## config.mk

```make
export PLATFORM = sky130hd
export DESIGN_NAME = dlsc_axi_router_command
export DESIGN_NICKNAME = d
export VERILOG_FILES = /design/src/rtl/dlsc_axi_router_command_pkg.sv /design/src/rtl/dlsc_axi_router_command_decode.sv /design/src/rtl/dlsc_axi_router_command.sv
export SDC_FILE = /design/constraint.sdc
export NUM_CORES = 1
export LEC_CHECK = 0
export ABC_AREA = 1
export BUFFER_PORTS_ARGS = -buffer_cell sky130_fd_sc_hd__buf_2
export CAP_MARGIN = 20
export CORE_MARGIN = 1.5
export CORE_UTILIZATION = 48
export CTS_CLUSTER_DIAMETER = 30
export CTS_CLUSTER_SIZE = 16
export DETAILED_ROUTE_END_ITERATION = 8
export PLACE_DENSITY_LB_ADDON = 0.08
export SLEW_MARGIN = 20
export SYNTH_ARGS = -nofsm -noshare
export SYNTH_HDL_FRONTEND = slang
export SYNTH_SLANG_ARGS = --single-unit
```

## constraint.sdc

```tcl
create_clock -name clk -period 2.3 [get_ports clk]
set_clock_uncertainty 0.15 [all_clocks]
set_input_delay 0.345 -clock clk [delete_from_list [all_inputs] [get_ports clk]]
set_output_delay 0.345 -clock clk [all_outputs]
set_load 0.03 [all_outputs]
```

## src/rtl/dlsc_axi_router_command_pkg.sv

```systemverilog
// Shared helpers for the AXI router command stage: index-width computation
// and a packing macro for per-sink address windows.
`ifndef DLSC_AXI_ROUTER_COMMAND_PKG_SV
`define DLSC_AXI_ROUTER_COMMAND_PKG_SV

// Packs two per-sink windows into a MASKS/BASES vector, sink 1 in the upper slot.
`define DLSC_ROUTER_PACK2(W, S1, S0) {W'(S1), W'(S0)}

package dlsc_axi_router_command_pkg;

   // Width of a binary index over n entries; never narrower than one bit.
   function automatic int router_clog2(input int n);
      int r;
      r = 0;
      while ((1 << r) < n) r++;
      return (r < 1) ? 1 : r;
   endfunction

endpackage

`endif

```

## src/rtl/dlsc_axi_router_command_decode.sv

```systemverilog
// Address decoder: maps one source address onto a sink, lowest-index window wins,
// falling back to DEFAULT_SINK when no window matches.
module dlsc_axi_router_command_decode
   import dlsc_axi_router_command_pkg::*;
#(
   parameter int                    ADDR         = 32,
   parameter int                    SINKS        = 1,
   parameter int                    SINKSB       = router_clog2(SINKS),
   parameter logic [SINKS*ADDR-1:0] MASKS        = '0,
   parameter logic [SINKS*ADDR-1:0] BASES        = '0,
   parameter int                    DEFAULT_SINK = 0
) (
   input  logic [ADDR-1:0]   addr,
   output logic [SINKS-1:0]  sink_onehot,
   output logic [SINKSB-1:0] sink
);

   // Scanning downward lets the lowest matching index overwrite the others.
   always_comb begin
      sink = SINKSB'(DEFAULT_SINK);
      for (int k = SINKS - 1; k >= 0; k--) begin
         if ((addr & MASKS[k*ADDR +: ADDR]) == BASES[k*ADDR +: ADDR]) begin
            sink = SINKSB'(k);
         end
      end
      sink_onehot = '0;
      sink_onehot[sink] = 1'b1;
   end

endmodule

```

## src/rtl/dlsc_axi_router_command.sv

```systemverilog
// Router address/command stage: decodes each source to a sink, grants one source
// per cycle round-robin, registers the address per sink and pushes the pairing.
module dlsc_axi_router_command
   import dlsc_axi_router_command_pkg::*;
#(
   parameter int                    ADDR         = 32,
   parameter int                    LEN          = 4,
   parameter int                    SOURCES      = 1,
   parameter int                    SOURCESB     = router_clog2(SOURCES),
   parameter int                    SINKS        = 1,
   parameter int                    SINKSB       = router_clog2(SINKS),
   parameter logic [SINKS*ADDR-1:0] MASKS        = '0,
   parameter logic [SINKS*ADDR-1:0] BASES        = '0,
   parameter int                    DEFAULT_SINK = 0
) (
   input  logic                      clk,
   input  logic                      rst,
   output logic [SOURCES-1:0]        in_ready,
   input  logic [SOURCES-1:0]        in_valid,
   input  logic [SOURCES*ADDR-1:0]   in_addr,
   input  logic [SOURCES*LEN-1:0]    in_len,
   input  logic [SINKS-1:0]          out_ready,
   output logic [SINKS-1:0]          out_valid,
   output logic [SINKS*ADDR-1:0]     out_addr,
   output logic [SINKS*LEN-1:0]      out_len,
   input  logic [SOURCES-1:0]        cmd_full_source,
   input  logic [SINKS-1:0]          cmd_full_sink,
   output logic                      cmd_push,
   output logic [SOURCES-1:0]        cmd_source_onehot,
   output logic [SINKS-1:0]          cmd_sink_onehot,
   output logic [SOURCESB-1:0]       cmd_source,
   output logic [SINKSB-1:0]         cmd_sink
);

   // Handshake: a source transfers on the cycle in_valid[j] && in_ready[j]; a sink
   // accepts on out_valid[k] && out_ready[k]; cmd_push marks the same source cycle.

   logic [SINKSB-1:0]   dec_sink    [SOURCES];
   logic [SINKS-1:0]    dec_onehot  [SOURCES];
   logic [SOURCES-1:0]  eligible;
   logic [SOURCESB-1:0] rr_ptr;
   logic [SOURCESB-1:0] grant_src;
   logic [SINKSB-1:0]   grant_sink;
   logic                grant;

   for (genvar j = 0; j < SOURCES; j++) begin : g_decode
      dlsc_axi_router_command_decode #(
         .ADDR         (ADDR),
         .SINKS        (SINKS),
         .SINKSB       (SINKSB),
         .MASKS        (MASKS),
         .BASES        (BASES),
         .DEFAULT_SINK (DEFAULT_SINK)
      ) u_decode (
         .addr        (in_addr[j*ADDR +: ADDR]),
         .sink_onehot (dec_onehot[j]),
         .sink        (dec_sink[j])
      );
   end

   // A sink slot is free if empty or being drained this very cycle.
   always_comb begin
      for (int j = 0; j < SOURCES; j++) begin
         eligible[j] = in_valid[j] && !cmd_full_source[j] && !cmd_full_sink[dec_sink[j]] &&
                       (!out_valid[dec_sink[j]] || out_ready[dec_sink[j]]);
      end
   end

   always_comb begin
      grant     = 1'b0;
      grant_src = '0;
      for (int i = 0; i < SOURCES; i++) begin
         int idx;
         idx = int'(rr_ptr) + i;
         if (idx >= SOURCES) idx = idx - SOURCES;
         if (!grant && !rst && eligible[idx]) begin
            grant     = 1'b1;
            grant_src = SOURCESB'(idx);
         end
      end
      grant_sink = dec_sink[grant_src];
   end

   always_comb begin
      in_ready          = '0;
      cmd_sink_onehot   = '0;
      cmd_sink          = '0;
      if (grant) begin
         in_ready[grant_src] = 1'b1;
         cmd_sink_onehot     = dec_onehot[grant_src];
         cmd_sink            = grant_sink;
      end
      cmd_push          = grant;
      cmd_source        = grant_src;
      cmd_source_onehot = in_ready;
   end

   always_ff @(posedge clk) begin
      if (rst) begin
         out_valid <= '0;
         out_addr  <= '0;
         out_len   <= '0;
         rr_ptr    <= '0;
      end else begin
         for (int k = 0; k < SINKS; k++) begin
            if (grant && int'(grant_sink) == k) begin
               out_valid[k]             <= 1'b1;
               out_addr[k*ADDR +: ADDR] <= in_addr[int'(grant_src)*ADDR +: ADDR];
               out_len[k*LEN +: LEN]    <= in_len[int'(grant_src)*LEN +: LEN];
            end else if (out_ready[k]) begin
               out_valid[k] <= 1'b0;
            end
         end
         if (grant) begin
            rr_ptr <= (int'(grant_src) == SOURCES - 1) ? '0 : grant_src + 1'b1;
         end
      end
   end

endmodule

```

Yosys cells after proc, flatten, opt, wreduce, memory -nomap -nowiden
Index checks and enable logic that the tools add are counted.
{"block": "op_classes", "mux": 14, "n_bitwise": 1, "n_reduce_logical": 12, "n_lt_le_gt_ge": 4, "shift": 2, "add_sub_neg": 2}
{"operator": "$lt A32 B2 Y1 const B", "n": 1}
{"operator": "$mux W32", "n": 1}
{"operator": "$shiftx A32 B7 Y32", "n": 1}
{"operator": "$mux W1", "n": 13}
{"operator": "$logic_and A1 B1 Y1", "n": 6}
{"operator": "$logic_not A1 Y1", "n": 4}
{"operator": "$shiftx A4 B4 Y4", "n": 1}
{"operator": "$ge A1 B1 Y1 const B", "n": 2}
{"operator": "$reduce_bool A2 Y1", "n": 1}
{"operator": "$sub A1 B1 Y2 const B", "n": 1}
{"operator": "$add A1 B1 Y1 const B", "n": 1}
{"operator": "$logic_or A1 B1 Y1", "n": 1}
{"operator": "$lt A1 B1 Y1 const B", "n": 1}
{"operator": "$not A1 Y1", "n": 1}
{"block": "totals", "output_inout_bits": 43, "elab_cells": 39, "register_bits": 38, "in_bits": 42}

Depth between registers and ports, before layout
{"block": "depth", "word_depth": 13, "mapped_depth": 7, "mapped_depth_nobuf": 5}

By module
From an unflattened synthesis, not the netlist that was laid out.
{"block": "hier_totals", "cells_unflattened": 262, "area_unflattened_um2": 1764.2}
{"mod": "dlsc_axi_router_command", "cells_each": 258, "seq_area_each_um2": 740.7, "instances": 1, "area_each_um2": 1741.7}
{"mod": "dlsc_axi_router_command_decode", "cells_each": 4, "seq_area_each_um2": 0.0, "instances": 1, "area_each_um2": 22.5}

Worst setup path after synthesis
OpenSTA, ideal clock, no wires.
{"block": "synth_timing", "path_kind": "in2out", "from": "input port in_valid", "to": "output port cmd_sink_onehot", "setup_slack_ns": 0.515, "stages": 7, "t_required_ns": 1.805, "arrival_time_ns": 1.290, "path_buffers": 3, "path_cell_list": "inv_1 -> nor2_4 -> nand3_1 -> buf_2 -> buf_6 -> inv_2 -> buf_4"}
{"block": "synth_via", "elab_chain_len": 8}
{"item": "start, declared", "line_no": "dlsc_axi_router_command.sv:19", "source": "input logic [SOURCES-1:0] in_valid,"}
{"item": "$logic_and A1 B1 Y1 (3 in a row)", "line_no": "dlsc_axi_router_command.sv:64", "source": "eligible[j] = in_valid[j] && !cmd_full_source[j] && !cmd_full_sink[dec_sink[j]] &&"}
{"item": "$mux W1 (implied by the code) (2 in a row)", "line_no": "dlsc_axi_router_command.sv:76", "source": "if (!grant && !rst && eligible[idx]) begin"}
{"item": "$logic_and A1 B1 Y1", "line_no": "dlsc_axi_router_command.sv:76"}
{"item": "$mux W1", "line_no": "dlsc_axi_router_command.sv:76"}
{"item": "named net cmd_push", "line_no": "dlsc_axi_router_command.sv:28", "source": "output logic cmd_push,"}
{"item": "$mux W1", "line_no": "dlsc_axi_router_command.sv:88", "source": "if (grant) begin"}
{"item": "end, declared", "line_no": "dlsc_axi_router_command.sv:30", "source": "output logic [SINKS-1:0] cmd_sink_onehot,"}
The timed path passes the listed nets, and every way through them passes these cells. The select of a mux whose other input is x is not followed.

Worst setup path in the final report
{"block": "layout_timing", "from": "register out_valid", "to": "output port cmd_sink_onehot"}
{"block": "layout_via", "elab_chain_len": 8}
{"item": "start, declared", "line_no": "dlsc_axi_router_command.sv:23", "source": "output logic [SINKS-1:0] out_valid,"}
{"item": "start signal, assigned", "line_no": "dlsc_axi_router_command.sv:100", "source": "out_valid <= '0;"}
{"item": "start signal, assigned by index", "line_no": "dlsc_axi_router_command.sv:107", "source": "out_valid[k] <= 1'b1;"}
{"item": "start signal, assigned by index", "line_no": "dlsc_axi_router_command.sv:111", "source": "out_valid[k] <= 1'b0;"}
{"item": "$logic_not A1 Y1", "line_no": "dlsc_axi_router_command.sv:65", "source": "(!out_valid[dec_sink[j]] || out_ready[dec_sink[j]]);"}
{"item": "$logic_or A1 B1 Y1", "line_no": "dlsc_axi_router_command.sv:65"}
{"item": "$logic_and A1 B1 Y1", "line_no": "dlsc_axi_router_command.sv:64"}
{"item": "$mux W1 (implied by the code) (2 in a row)", "line_no": "dlsc_axi_router_command.sv:76"}
{"item": "$logic_and A1 B1 Y1", "line_no": "dlsc_axi_router_command.sv:76"}
{"item": "$mux W1", "line_no": "dlsc_axi_router_command.sv:76"}
{"item": "$mux W1", "line_no": "dlsc_axi_router_command.sv:88"}
No other way between the ends. The select of a mux whose other input is x is not followed.

==> summary.md <==
| Metric | Value |
|---|---|
| Status | `complete, no violations` |
| Worst setup SP type | `register` |
| Initial Util | `0.503` |
| Yosys top cell area share | `0.438` |
| CP top delay family | `flip-flops` |
| CORE AREA | `approximately 3400 um2` |
| Multi-input logic area | `674 um2` |
| Post-CTS Setup Inserts | `0` |
| Post-route insts no fill | `367` |
| Final hold violations | `0` |
| Most frequent cells in the layout | `82 x buf_2, 73 x nand2_1, 38 x inv_1` |
| Post-synthesis sequential area ratio | `0.438` |
| YS warnings | `0` |
| Post-synthesis cell count | `249` |
| CTS tree | `done` |
| Min Hold Slack | `0.0963 ns` |
| CP peak stage delay | `0.33 ns` |
| Register area | `741 um2` |
| Die H | `62.4 um` |
| Post-DP HPWL | `2.34 mm` |
| Final-layout fill cell count | `between 300 and 400` |
| Area Overhead vs Synth | `25.4%` |
| CP max FO | `4` |
| # DRC | `0` |
| DR WL/cell | `10.8 um` |
| Util after Layout | `0.631` |
| Drt first-iter violations | `roughly 140` |
| Max Cap Viol | `0` |
| GPL Wtd Cong | `about 0.69` |
| Met3 usage | `0.0435` |
| Crit-path cells | `nand2_1 -> nand3_1 -> inv_2 -> buf_2` |
| GRT met1 Usage | `0.278` |
| Post-DR vias/cell | `between 4 and 5` |
| Crit. End Element | `output port` |
| CTS buffer count | `5` |
| HP Class | `in2reg` |
| RSZ-0062 raised after global routing | `false` |
| Leakage power | `0.00118 uW` |
| CTS Buffer Depth | `2` |
| Routed vias | `1703` |
| Die X | `62.4 um` |
| Clock Latency Late Sink | `0.32 ns` |
| Met2 Resource Use GR | `0.344` |
| Data arrival time of the worst path | `1.16 ns` |
| WP data required | `1.80 ns` |
| Gr usage total | `0.212` |
| Routed Antenna Nets | `0` |
| Drt first pass iters | `4` |
| Syn_area_per_cell | `6.79 um2` |
| Worst-path clk slew | `0.11 ns` |
| Slew Limit Fails | `0` |
| Inst Count DP | `360` |
| Count of input and output buffers | `82` |
| Post-Synthesis Cell Area | `1690 um2` |
| Clock Sinks | `37` |
| Layout cells sized above 1 | `0.299` |
| Synth area leader | `dfxtp_1` |
| Final WL | `3.96 mm` |
| Die area | `3890 um2` |
| Critical path type | `reg2out` |
| Final Total Pwr | `1220 uW` |
| CP Buf/Inv Count | `2` |
| Hold buffer count at CTS | `0` |
| Row Count | `21` |
| GR Overflow Total | `0` |
| First-pass GRT wire length | `6.73 mm` |
| # diodes | `0` |
| Final #Nets | `363` |
| Top Ports | `85` |
| Largest net degree at the start of global routing | `38` |
| Vias in the first global route | `about 1500` |
| Final min period | `1.65 ns` |
| Max frequency | `between 600 and 700 MHz` |
| Initial antenna violation count | `0` |
| Power Density | `573 nW/um2` |
| Finish-stage setup viols | `0` |
| Gr busiest metal | `met2` |
| Synth area leaders | `dfxtp_1 44%, nand2_1 16%, nand4_1 13%` |
| Htree depth | `2` |
| R2R Setup Slk | `0.98 ns` |
| Root Driver | `clkbuf_4` |
| CP max-delay cell | `dfxtp_1` |
| Yosys cell types | `14` |
| Seq cells post-synth | `37` |
| Worst IR Drop VDD | `408 uV` |
| Post-cts resize count | `0` |
| Setup_tns | `0 ns` |
| Fin crit share | `0.719` |
| Most common cell after layout, fill and taps aside | `buf_2` |
==> area by class of cell <==
| type | count | area share |
|---|---|---|
| sequential | 37 | 0.349 |
| multi-input combinational | 151 | 0.318 |
| timing repair buffer | 87 | 0.211 |
| inverter | 39 | 0.0690 |
| tap | 46 | 0.0271 |
| clock buffer | 7 | 0.0259 |
==> per-stage QoR <==
stage               area [um2]  setup slack [ns]
floorplan                 1700             0.515
global placement          2070             0.829
detailed placement        2070             0.827
CTS                       2120             0.631
global route              2120             0.555
finish                    2120             0.647
==> flip-flops by register name, indices dropped and copies added (netlist names) <==
signal / cells
out_addr: 32
out_len: 4
out_valid: 1
==> worst paths after layout <==
check | cells past startpoint | startpoint | to
max | 4 | out_valid | cmd_sink_onehot
max reg2reg | 5 | out_valid | out_addr[9]
min | 3 | in_len[2] | out_len[2]
min reg2reg | 4 | out_addr[16] | out_addr[16]
==> cell usage after synthesis, drive strengths merged <==
cell type / n
nand2: 73
inv: 39
nor2: 38
dfxtp: 37
nand4: 36
buf: 18
clkbuf: 5
conb: 1
nand3: 1
o21ai: 1
==> layer usage <==
layer,wire length [um],vias up,part of all wire
li1,-,903,-
met1,1830,742,0.46
met4,51,0,0.013
met3,234,6,0.059
met2,1840,52,0.47
met5,0,-,0
==> worst reg2reg max path, cell delays in order, from the launching register on <==
cell,delay (ns)
dfxtp_1,0.35
nand2_1,0.08
nand3_1,0.15
buf_4,0.37
nand2_1,0.10
nand2_1,0.08
==> power breakdown <==
group | switching [uW] | leakage (uW) | internal [uW]
Clock | 197 | 0.0000314 | 144
Sequential | 10.9 | 0.000301 | 664
Combinational | 135 | 0.000844 | 64.2
==> logic make-up after synthesis <==
logic type | Yosys count | share of synthesized area
other cells | 1 | 0.00222
simple gates | 148 | 0.391
compound gates | 1 | 0.00296
buf+inv | 62 | 0.166
flops | 37 | 0.438
(Power assumes the default switching activity.)
